==> src/rtl/qnigma_poly1305_pkg.sv <==
// Shared Poly1305 constants and types for the controller and the multiply-reduce core.
package qnigma_poly1305_pkg;

  localparam int BLOCK_BYTES = 17;
  localparam logic [129:0] P1305 = {2'b11, 128'hffff_ffff_ffff_ffff_ffff_ffff_ffff_fffb};
  localparam logic [127:0] R_CLAMP = 128'h0fff_fffc_0fff_fffc_0fff_fffc_0fff_ffff;

  typedef logic [BLOCK_BYTES-1:0][7:0] poly_blk_t;
  typedef logic [15:0][7:0] poly_tag_t;

  typedef enum logic [2:0] {
    IDLE  = 3'd0,
    LOAD  = 3'd1,
    MUL   = 3'd2,
    FINAL = 3'd3,
    TAG   = 3'd4
  } poly_ctrl_state_t;

  function automatic logic [127:0] le_bytes_to_num(input logic [15:0][7:0] bytes_le);
    logic [127:0] num;
    num = '0;
    for (int i = 0; i < 16; i++) begin
      num[8*i +: 8] = bytes_le[i];
    end
    return num;
  endfunction

endpackage

==> src/rtl/qnigma_poly1305_ctrl_pack.sv <==
// Byte packer: writes the incoming byte at position cnt and, when the block closes,
// appends the 0x01 pad byte directly above it and clears everything higher.
module qnigma_poly1305_ctrl_pack
  import qnigma_poly1305_pkg::*;
(
  input  logic [BLOCK_BYTES-1:0][7:0] blk_i,
  input  logic [3:0]                  cnt_i,
  input  logic [7:0]                  dat_i,
  input  logic                        close_i,
  output logic [BLOCK_BYTES-1:0][7:0] blk_o
);

  logic [4:0] pos_s;
  logic [4:0] pad_s;

  assign pos_s = {1'b0, cnt_i};
  assign pad_s = pos_s + 5'd1;

  always_comb begin
    blk_o = blk_i;
    for (int i = 0; i < BLOCK_BYTES; i++) begin
      if (5'(i) == pos_s) begin
        blk_o[i] = dat_i;
      end else if (close_i && (5'(i) == pad_s)) begin
        blk_o[i] = 8'h01;
      end else if (close_i && (5'(i) > pad_s)) begin
        blk_o[i] = 8'h00;
      end else begin
        blk_o[i] = blk_i[i];
      end
    end
  end

endmodule

==> src/rtl/qnigma_poly1305_ctrl.sv <==
// Poly1305 sequencer: packs the byte stream into padded blocks, hands acc+blk to the
// external multiply-reduce core once per block, then adds s to form the tag.
module qnigma_poly1305_ctrl
  import qnigma_poly1305_pkg::*;
(
  input  logic               clk,
  input  logic               rst,
  input  logic               key_val,
  input  logic [31:0][7:0]   key,
  input  logic               key_empty,
  input  logic               in_val,
  input  logic [7:0]         in_dat,
  input  logic               in_last,
  output logic               in_rdy,
  output logic               mul_req,
  output logic [130:0]       mul_a,
  output logic [127:0]       mul_r,
  input  logic               mul_done,
  input  logic [129:0]       mul_res,
  output logic               tag_val,
  output logic [15:0][7:0]   tag,
  output logic               busy
);

  poly_ctrl_state_t state_q, state_d;
  logic [129:0]     acc_q, acc_d;
  poly_blk_t        blk_q, blk_d;
  poly_blk_t        blk_fill;
  logic [3:0]       cnt_q, cnt_d;
  logic             last_q, last_d;
  logic [127:0]     r_q, r_d;
  logic [127:0]     s_q, s_d;
  poly_tag_t        tag_q, tag_d;
  logic [130:0]     mul_a_q, mul_a_d;
  logic             in_rdy_q, in_rdy_d;
  logic             mul_req_q, mul_req_d;
  logic             tag_val_q, tag_val_d;
  logic             busy_q, busy_d;
  logic             accept;
  logic             close;

  assign accept = (state_q == LOAD) && in_val && in_rdy_q;
  // A 16th byte closes the block on its own, so in_last there never adds an empty block.
  assign close  = accept && (in_last || (cnt_q == 4'd15));

  qnigma_poly1305_ctrl_pack u_pack (
    .blk_i   (blk_q),
    .cnt_i   (cnt_q),
    .dat_i   (in_dat),
    .close_i (close),
    .blk_o   (blk_fill)
  );

  always_comb begin
    state_d   = state_q;
    acc_d     = acc_q;
    blk_d     = blk_q;
    cnt_d     = cnt_q;
    last_d    = last_q;
    r_d       = r_q;
    s_d       = s_q;
    tag_d     = tag_q;
    mul_a_d   = mul_a_q;
    in_rdy_d  = 1'b0;
    mul_req_d = 1'b0;
    tag_val_d = 1'b0;
    case (state_q)
      IDLE: begin
        if (key_val) begin
          r_d    = le_bytes_to_num(key[15:0]) & R_CLAMP;
          s_d    = le_bytes_to_num(key[31:16]);
          acc_d  = '0;
          blk_d  = '0;
          cnt_d  = 4'd0;
          last_d = 1'b0;
          tag_d  = '0;
          if (key_empty) begin
            state_d = FINAL;
          end else begin
            state_d  = LOAD;
            in_rdy_d = 1'b1;
          end
        end else begin
          state_d = IDLE;
        end
      end
      LOAD: begin
        if (close) begin
          blk_d     = blk_fill;
          last_d    = in_last;
          mul_a_d   = {1'b0, acc_q} + 131'(blk_fill);
          mul_req_d = 1'b1;
          state_d   = MUL;
        end else if (accept) begin
          blk_d    = blk_fill;
          cnt_d    = cnt_q + 4'd1;
          in_rdy_d = 1'b1;
        end else begin
          in_rdy_d = 1'b1;
        end
      end
      MUL: begin
        if (mul_done) begin
          acc_d = mul_res;
          blk_d = '0;
          cnt_d = 4'd0;
          if (last_q) begin
            state_d = FINAL;
          end else begin
            state_d  = LOAD;
            in_rdy_d = 1'b1;
          end
        end else begin
          state_d = MUL;
        end
      end
      FINAL: begin
        tag_d     = acc_q[127:0] + s_q;
        tag_val_d = 1'b1;
        state_d   = TAG;
      end
      TAG: begin
        state_d = IDLE;
      end
      default: begin
        state_d = IDLE;
      end
    endcase
    busy_d = (state_d != IDLE);
  end

  always_ff @(posedge clk) begin
    if (rst) begin
      state_q   <= IDLE;
      acc_q     <= '0;
      blk_q     <= '0;
      cnt_q     <= 4'd0;
      last_q    <= 1'b0;
      r_q       <= '0;
      s_q       <= '0;
      tag_q     <= '0;
      mul_a_q   <= '0;
      in_rdy_q  <= 1'b0;
      mul_req_q <= 1'b0;
      tag_val_q <= 1'b0;
      busy_q    <= 1'b0;
    end else begin
      state_q   <= state_d;
      acc_q     <= acc_d;
      blk_q     <= blk_d;
      cnt_q     <= cnt_d;
      last_q    <= last_d;
      r_q       <= r_d;
      s_q       <= s_d;
      tag_q     <= tag_d;
      mul_a_q   <= mul_a_d;
      in_rdy_q  <= in_rdy_d;
      mul_req_q <= mul_req_d;
      tag_val_q <= tag_val_d;
      busy_q    <= busy_d;
    end
  end

  assign in_rdy  = in_rdy_q;
  assign mul_req = mul_req_q;
  assign mul_a   = mul_a_q;
  assign mul_r   = r_q;
  assign tag_val = tag_val_q;
  assign tag     = tag_q;
  assign busy    = busy_q;

endmodule

==> config.mk <==
export PLATFORM = sky130hd
export DESIGN_NAME = qnigma_poly1305_ctrl
export DESIGN_NICKNAME = d
export VERILOG_FILES = /design/src/rtl/qnigma_poly1305_pkg.sv /design/src/rtl/qnigma_poly1305_ctrl_pack.sv /design/src/rtl/qnigma_poly1305_ctrl.sv
export SDC_FILE = /design/constraint.sdc
export NUM_CORES = 2
export LEC_CHECK = 0
export ABC_AREA = 1
export CAP_MARGIN = 10
export CORE_MARGIN = 5
export CORE_UTILIZATION = 56
export CTS_CLUSTER_DIAMETER = 60
export DETAILED_ROUTE_END_ITERATION = 6
export PLACE_DENSITY = 0.82
export RECOVER_POWER = 50
export SYNTH_ARGS = -nofsm -noshare
export SYNTH_HDL_FRONTEND = slang
export SYNTH_SLANG_ARGS = --single-unit
export TNS_END_PERCENT = 30
==> constraint.sdc <==
create_clock -name clk -period 5.1 [get_ports clk]
set_input_delay 0.51 -clock clk [delete_from_list [all_inputs] [get_ports clk]]
set_output_delay 0.51 -clock clk [all_outputs]
set_load 0.03 [all_outputs]
# Yosys cells after proc, flatten, opt, wreduce, memory -nomap -nowiden
# Index checks and enable logic that the tools add are counted.
classes:
  n_addsub: 4
  magnitude_cmp: 17
  eq_ne: 41
  n_mux: 82
  bitwise_logic: 1
  reduce_logical: 54
ops:
  columns: ["op", "count"]
  rows:
  - ["2-to-1 mux 136 bit", 4]
  - ["one-hot mux 136 bit (3 select lines)", 1]
  - ["2-to-1 mux 8 bit", 50]
  - ["2-to-1 mux 130 bit", 2]
  - ["one-hot mux 130 bit (2 select lines)", 1]
  - ["one-hot mux 128 bit (2 select lines)", 1]
  - ["adder 130 x 131 -> 131 bit", 1]
  - ["adder 128 bit", 1]
  - ["2-to-1 mux 128 bit", 1]
  - ["equality test 4 x 5 -> 1 bit, first input constant", 8]
  - ["greater-than comparator 4 x 5 -> 1 bit, first input constant", 8]
  - ["logical AND 1 bit", 37]
  - ["equality test 4 bit, first input constant", 8]
  - ["equality test 3 x 5 -> 1 bit, first input constant", 4]
  - ["greater-than comparator 3 x 5 -> 1 bit, first input constant", 4]
  - ["equality test 3 x 4 -> 1 bit, first input constant", 4]
  - ["2-to-1 mux 4 bit", 4]
  - ["one-hot mux 3 bit (4 select lines)", 1]
  - ["one-hot mux 4 bit (3 select lines)", 1]
  - ["equality test 2 x 5 -> 1 bit, first input constant", 2]
  - ["greater-than comparator 1 x 5 -> 1 bit, first input constant", 2]
  - ["greater-than comparator 2 x 5 -> 1 bit, first input constant", 2]
  - ["zero test 5 bit", 2]
  - ["2-to-1 mux 1 bit", 9]
  - ["27 further kinds", 41]
word_totals:
  reg_bits: 771
  output_inout_bits: 391
  elab_cells: 243

# Longest topological paths before layout
logic_depth:
  ltp_word: 11
  mapped_depth: 32

# Modules after synthesis
# Synthesis repeated with hierarchy kept, for this count alone.
unflattened:
  hier_cells: 9959
  hier_area_um2: 56635.6
modules_own_cells:
  columns: ["module", "n_inst", "cells_each", "area_each_um2", "seq_area_each_um2"]
  rows:
  - ["qnigma_poly1305_ctrl", 1, 9436, 54054.3, 15434.8]
  - ["qnigma_poly1305_ctrl_pack", 1, 523, 2581.2, 0.0]

# Least setup slack after synthesis
# OpenSTA, ideal clock, no wires.
synth_path:
  kind: "register to register"
  from: "register cnt_q[1]"
  to: "register mul_a_q[92] (netlist: mul_a[92])"
  setup_ns: 0.109
  t_arrival_ns: 3.603
  slack_ns: 1.388
  stages_incl_launch_ff: 29
  n_path_buf: 0
  path_cell_list: "dfxtp_1 > ha_1 > nand2_4 > nand2_2 > nand2_4 > nor2_8 > nand2_4 > nor2_8 > a21oi_4 > a22oi_1 > ha_1 > inv_1 > fa_1 > inv_1 > nand3_1 > nand2_1 > nand2_1 > nand2_1 > inv_1 > o21ai_1 > nand2_1 > nand2_1 > nand2_1 > nand2_1 > nand2_1 > nand3_1 > nand3_1 > nand2_1 > inv_1"
synth_via:
  elab_chain_cells: 8
  elab_cells_between_ends: 102
  cone_classes: "2 x add/sub; 12 x order compare; 23 x eq/ne; 36 x mux; 29 x reduce/logical"
synth_lines:
  columns: ["element", "line_no", "source"]
  rows:
  - ["start: declaration", "qnigma_poly1305_ctrl.sv:29", "logic [3:0] cnt_q, cnt_d;"]
  - ["start signal: assignment", "qnigma_poly1305_ctrl.sv:151", "cnt_q <= cnt_d;"]
  - ["parallel branches: the longest is 8 deep, another holds adder 130 x 131 -> 131 bit", null, null]
  - ["end signal: assignment", "qnigma_poly1305_ctrl.sv:156", "mul_a_q <= mul_a_d;"]
  - ["end: declaration", "qnigma_poly1305_ctrl.sv:34", "logic [130:0] mul_a_q, mul_a_d;"]
# Several ways; the timed one is not identified.
# A chain may end at the register's enable or synchronous reset.

# Final worst setup path
layout_path:
  from: "register cnt_q[1]"
  to: "register mul_a_q[96] (netlist: mul_a[96])"
# The elaborated chain is that of the path after synthesis.

==> impl_metrics.yaml <==
outcome:
  outcome: "complete, but fails checks"
  violations: "design-rule violations, max-capacitance violations, max-slew violations"
pwr:
  total_leakage_power_nw: 35.4
  p_sw_frac: 0.332
  clkPwrFrac: 0.391
  p_int_mw: 11.1
  p_sw_mw: 5.49
  comb_power_share: 0.203
  power_per_cell_area_mw_per_mm2: 239
  seqPwrFrac: 0.405
  vdd_ir_drop_max_mv: 0.291
drt:
  vias_per_cell: 5.64
  drt_first_pass_iters: 7
  vias: 68400
  drtIter0Drc: 9182
  wl_mm: 265
  ant_nets: 0
  wl_per_cell_um: 21.8
  drc: 12
timing:
  final_max_slew_viol_count: 430
  fin_crit_ns: 4.92
  finalHoldViolCount: 0
  tightest_slew_ns: 3.35
  fin_crit_sh: 0.965
  setup_violations: 0
  fin_skew_ns: 0.0418
  rsz0062_at_grt: "false"
  timing.fmax_mhz: 203
  slew_headroom: -1.23
  setup_tns_ns: 0
setup_path:
  endpoint_kind: "flop"
  arrival_ns: 5.50
  cp-start-kind: "flop"
  crit_required_ns: 5.68
  crit_type: "flop to flop"
  worst-path-max-fanout: 10
clock_network:
  post_cts_buffers: 0
  clock_path_buffers: 3
  cts_root_buffer: "clkbuf_16"
  cts_tree: "built"
  htree_num_levels: 3
  cts.reportedPaths.clkPinSlew_ns: 0.06
  cts_made_buffers: 86
  clkSinkCount: 766
  insertion_delay_ns: 0.71
placement:
  routabilityCongestion: 1.16
  numPortBuffers: 747
  dp_hpwl_mm: 213
floorplan:
  ios: 792
  initial_utilization: 0.563
  die_x_um: 324
  die_y_um: 324
  fp-row-count: 115
  die-area_mm2: 0.105
  fp.coreArea_mm2: 0.0983
min_path:
  min_path_type: "input port to flop"
final_layout:
  final_nets: 11400
  layout-drive-gt1-share: 0.0582
  utilization: 0.706
  syn2layout_area_growth_pct: 25.3
synth:
  postSynth.topFlopCell: "dfxtp_1"
  synth.mux.area_fraction: 0
  synthArstFlopShare: 0
  syn_area_mm2: 0.0554
  synth_top_family_by_area: "simple AND/OR/NAND/NOR gates"
  netlist_instances: 9786
  yosysUniqueCellTypes: 56
  yosysSeqAreaShare: 0.277
  yosys_warnings: 0
  synth_edf_count: 0
  synth_area_per_cell_um2: 5.66
  synth-simple-area-share: 0.377
  synth-xor-area-share: 0.00872
  synth_fa_ha_area_frac: 0.0604
  synth-compound-area-share: 0.142
  ys_seq_elements: 766
global_routing:
  grt_pass1_wl_mm: 381
  grt_use_total: 0.474
  grt_pass1_vias: 62700
  grt_start_max_net_pins: 180
  antenna_found_initial: 16
  gr-total-overflow: 0
flow_run:
  cap_viol_max_count: 5
==> critical path: stages, from the launching register on <==
cell     delay (ns)
dfxtp_1        0.47
ha_2           0.35
nand2_4        0.18
nand2_2        0.13
nand2_4        0.07
nor2_8         0.10
nand2_4        0.08
inv_1          0.10
nand4_2        0.28
nand3_1        0.18
o21ai_0        0.24
ha_1           0.51
nand2_1        0.12
buf_4          0.15
nor2_1         0.21
nand2_1        0.08
nand2_1        0.14
nand2_1        0.07
nand3_1        0.16
nand2_1        0.07
nand2_1        0.20
nand2_1        0.11
nand2_1        0.26
nand2_1        0.12
nand3_1        0.09
nand3_1        0.15
nand2_1        0.13
inv_1          0.04
==> per-layer routing <==
metal | vias to the layer above | wire length [um] | GRT usage
li1 | 32200 | - | -
met1 | 30600 | 93800 | 0.552
met3 | 1137 | 36000 | 0.161
met4 | 16 | 28400 | 0.397
met2 | 4517 | 107000 | 0.704
met5 | - | 103 | 0
==> flip-flops by register name (all words and copies together), names as in the netlist <==
name,count
tag_val,1
mul_req,1
busy,1
last_q,1
state_q,3
acc_q,130
s_q,128
cnt_q,4
tag,128
blk_q,131
in_rdy,1
mul_a,131
mul_r,106
==> power groups by stage <==
stage | logic, mW | registers, mW | clock network (mW)
after floorplan | 1.62 | 6.79 | 0
after global placement | 3.21 | 6.79 | 0
after detailed placement | 3.27 | 6.79 | 0
after CTS | 3.31 | 6.67 | 6.44
after global routing | 3.58 | 6.69 | 6.70
final | 3.37 | 6.71 | 6.47
==> cells in the mapped netlist (4+ instances only) <==
cell      count  area, um2
o22ai_1      50        313
inv_1      1651       6200
a21o_1        4       30.0
nor3_1       97        485
inv_2         6       22.5
clkbuf_1    216        811
o21ai_0     581       2910
nor4_1        5       31.3
a21oi_1     766       3830
a31oi_1       5       31.3
xor2_1       38        333
nand2_4       4       45.0
buf_4        23        173
nand4_1      27        169
nand2_1    3161      11900
nand2_2       8       50.1
o211ai_1     21        158
a22oi_1       8       60.1
buf_2        30        150
nand3b_1     36        270
nand3_1     471       2360
nor2_1     1388       5210
or2_2        29        181
and2_1        7       43.8
o21ai_2       7       61.3
ha_1        264       3300
xnor2_1      14        123
buf_1        30        113
o21bai_1     12       90.1
o21ai_1      17       85.1
dfxtp_1     766      15300
a31oi_2       4       50.1
==> timing repair <==
action	CTS	global route
hold buffers	0	0
resized for setup	0	2
setup endpoints to repair	0	16
==> path summary, 6_finish.rpt <==
| path | startpoint | endpoint | slack, ns | cells past startpoint |
|---|---|---|---|---|
| hold reg to reg | tag[35] | tag[35] | 0.46 | 2 |
| setup reg to reg | cnt_q[1] | mul_a[96] | 0.18 | 27 |
| hold / removal | rst | mul_req | 0.32 | 2 |
| setup / recovery | cnt_q[1] | mul_a[96] | 0.18 | 27 |
==> metrics by stage <==
stage	power, mW	setup slack, ns	hold slack [ns]	std cells	instance area [um2]
floorplan	8.41	1.39	0.441	9807	55400
global placement	10.0	0.298	0.448	12000	66500
detailed placement	10.1	0.242	0.454	12000	66500
CTS	16.4	0.280	0.292	12100	69400
global route	17.0	0.0193	0.350	12100	69300
finish	16.6	0.181	0.321	12100	69400
==> layout by cell type (no fill, tap or decap), types with 14 or more instances in the layout <==
cell                n
inv_1            1647
xor2_1             38
nand2_1          3162
nor3_1             96
clkbuf_16          86
clkbuf_1           28
o211ai_1           21
o21ai_1            15
dlygate4sd3_1     369
dfxtp_1           766
a21oi_1           765
buf_4             403
xnor2_1            14
clkdlybuf4s50_1   377
nand3b_1           36
nand3_1           471
o21ai_0           583
nand4_1            27
nor2_1           1388
o22ai_1            50
conb_1             22
ha_1              263
or2_2              29
==> layout make-up <==
cell class                 instances  area (um2)
fill                            8800       28900
timing repair buffer            1162       10600
clock buffer                     118        2370
multi-input combinational       7081       32600
antenna                           11        27.5
tap                             1287        1610
clock inverter                    36         517
inverter                        1659        6260
sequential                       766       15300
==> cells by family after synthesis <==
kind of cell               count (synthesis)
adders and majority gates                266
AOI/OAI and AO/OA                       1495
DFF                                      766
and+or+nand+nor                         5245
other                                      1
buffers and inverters                   1960
xor gates and xnor gates                  53
(Power assumes the default switching activity.)
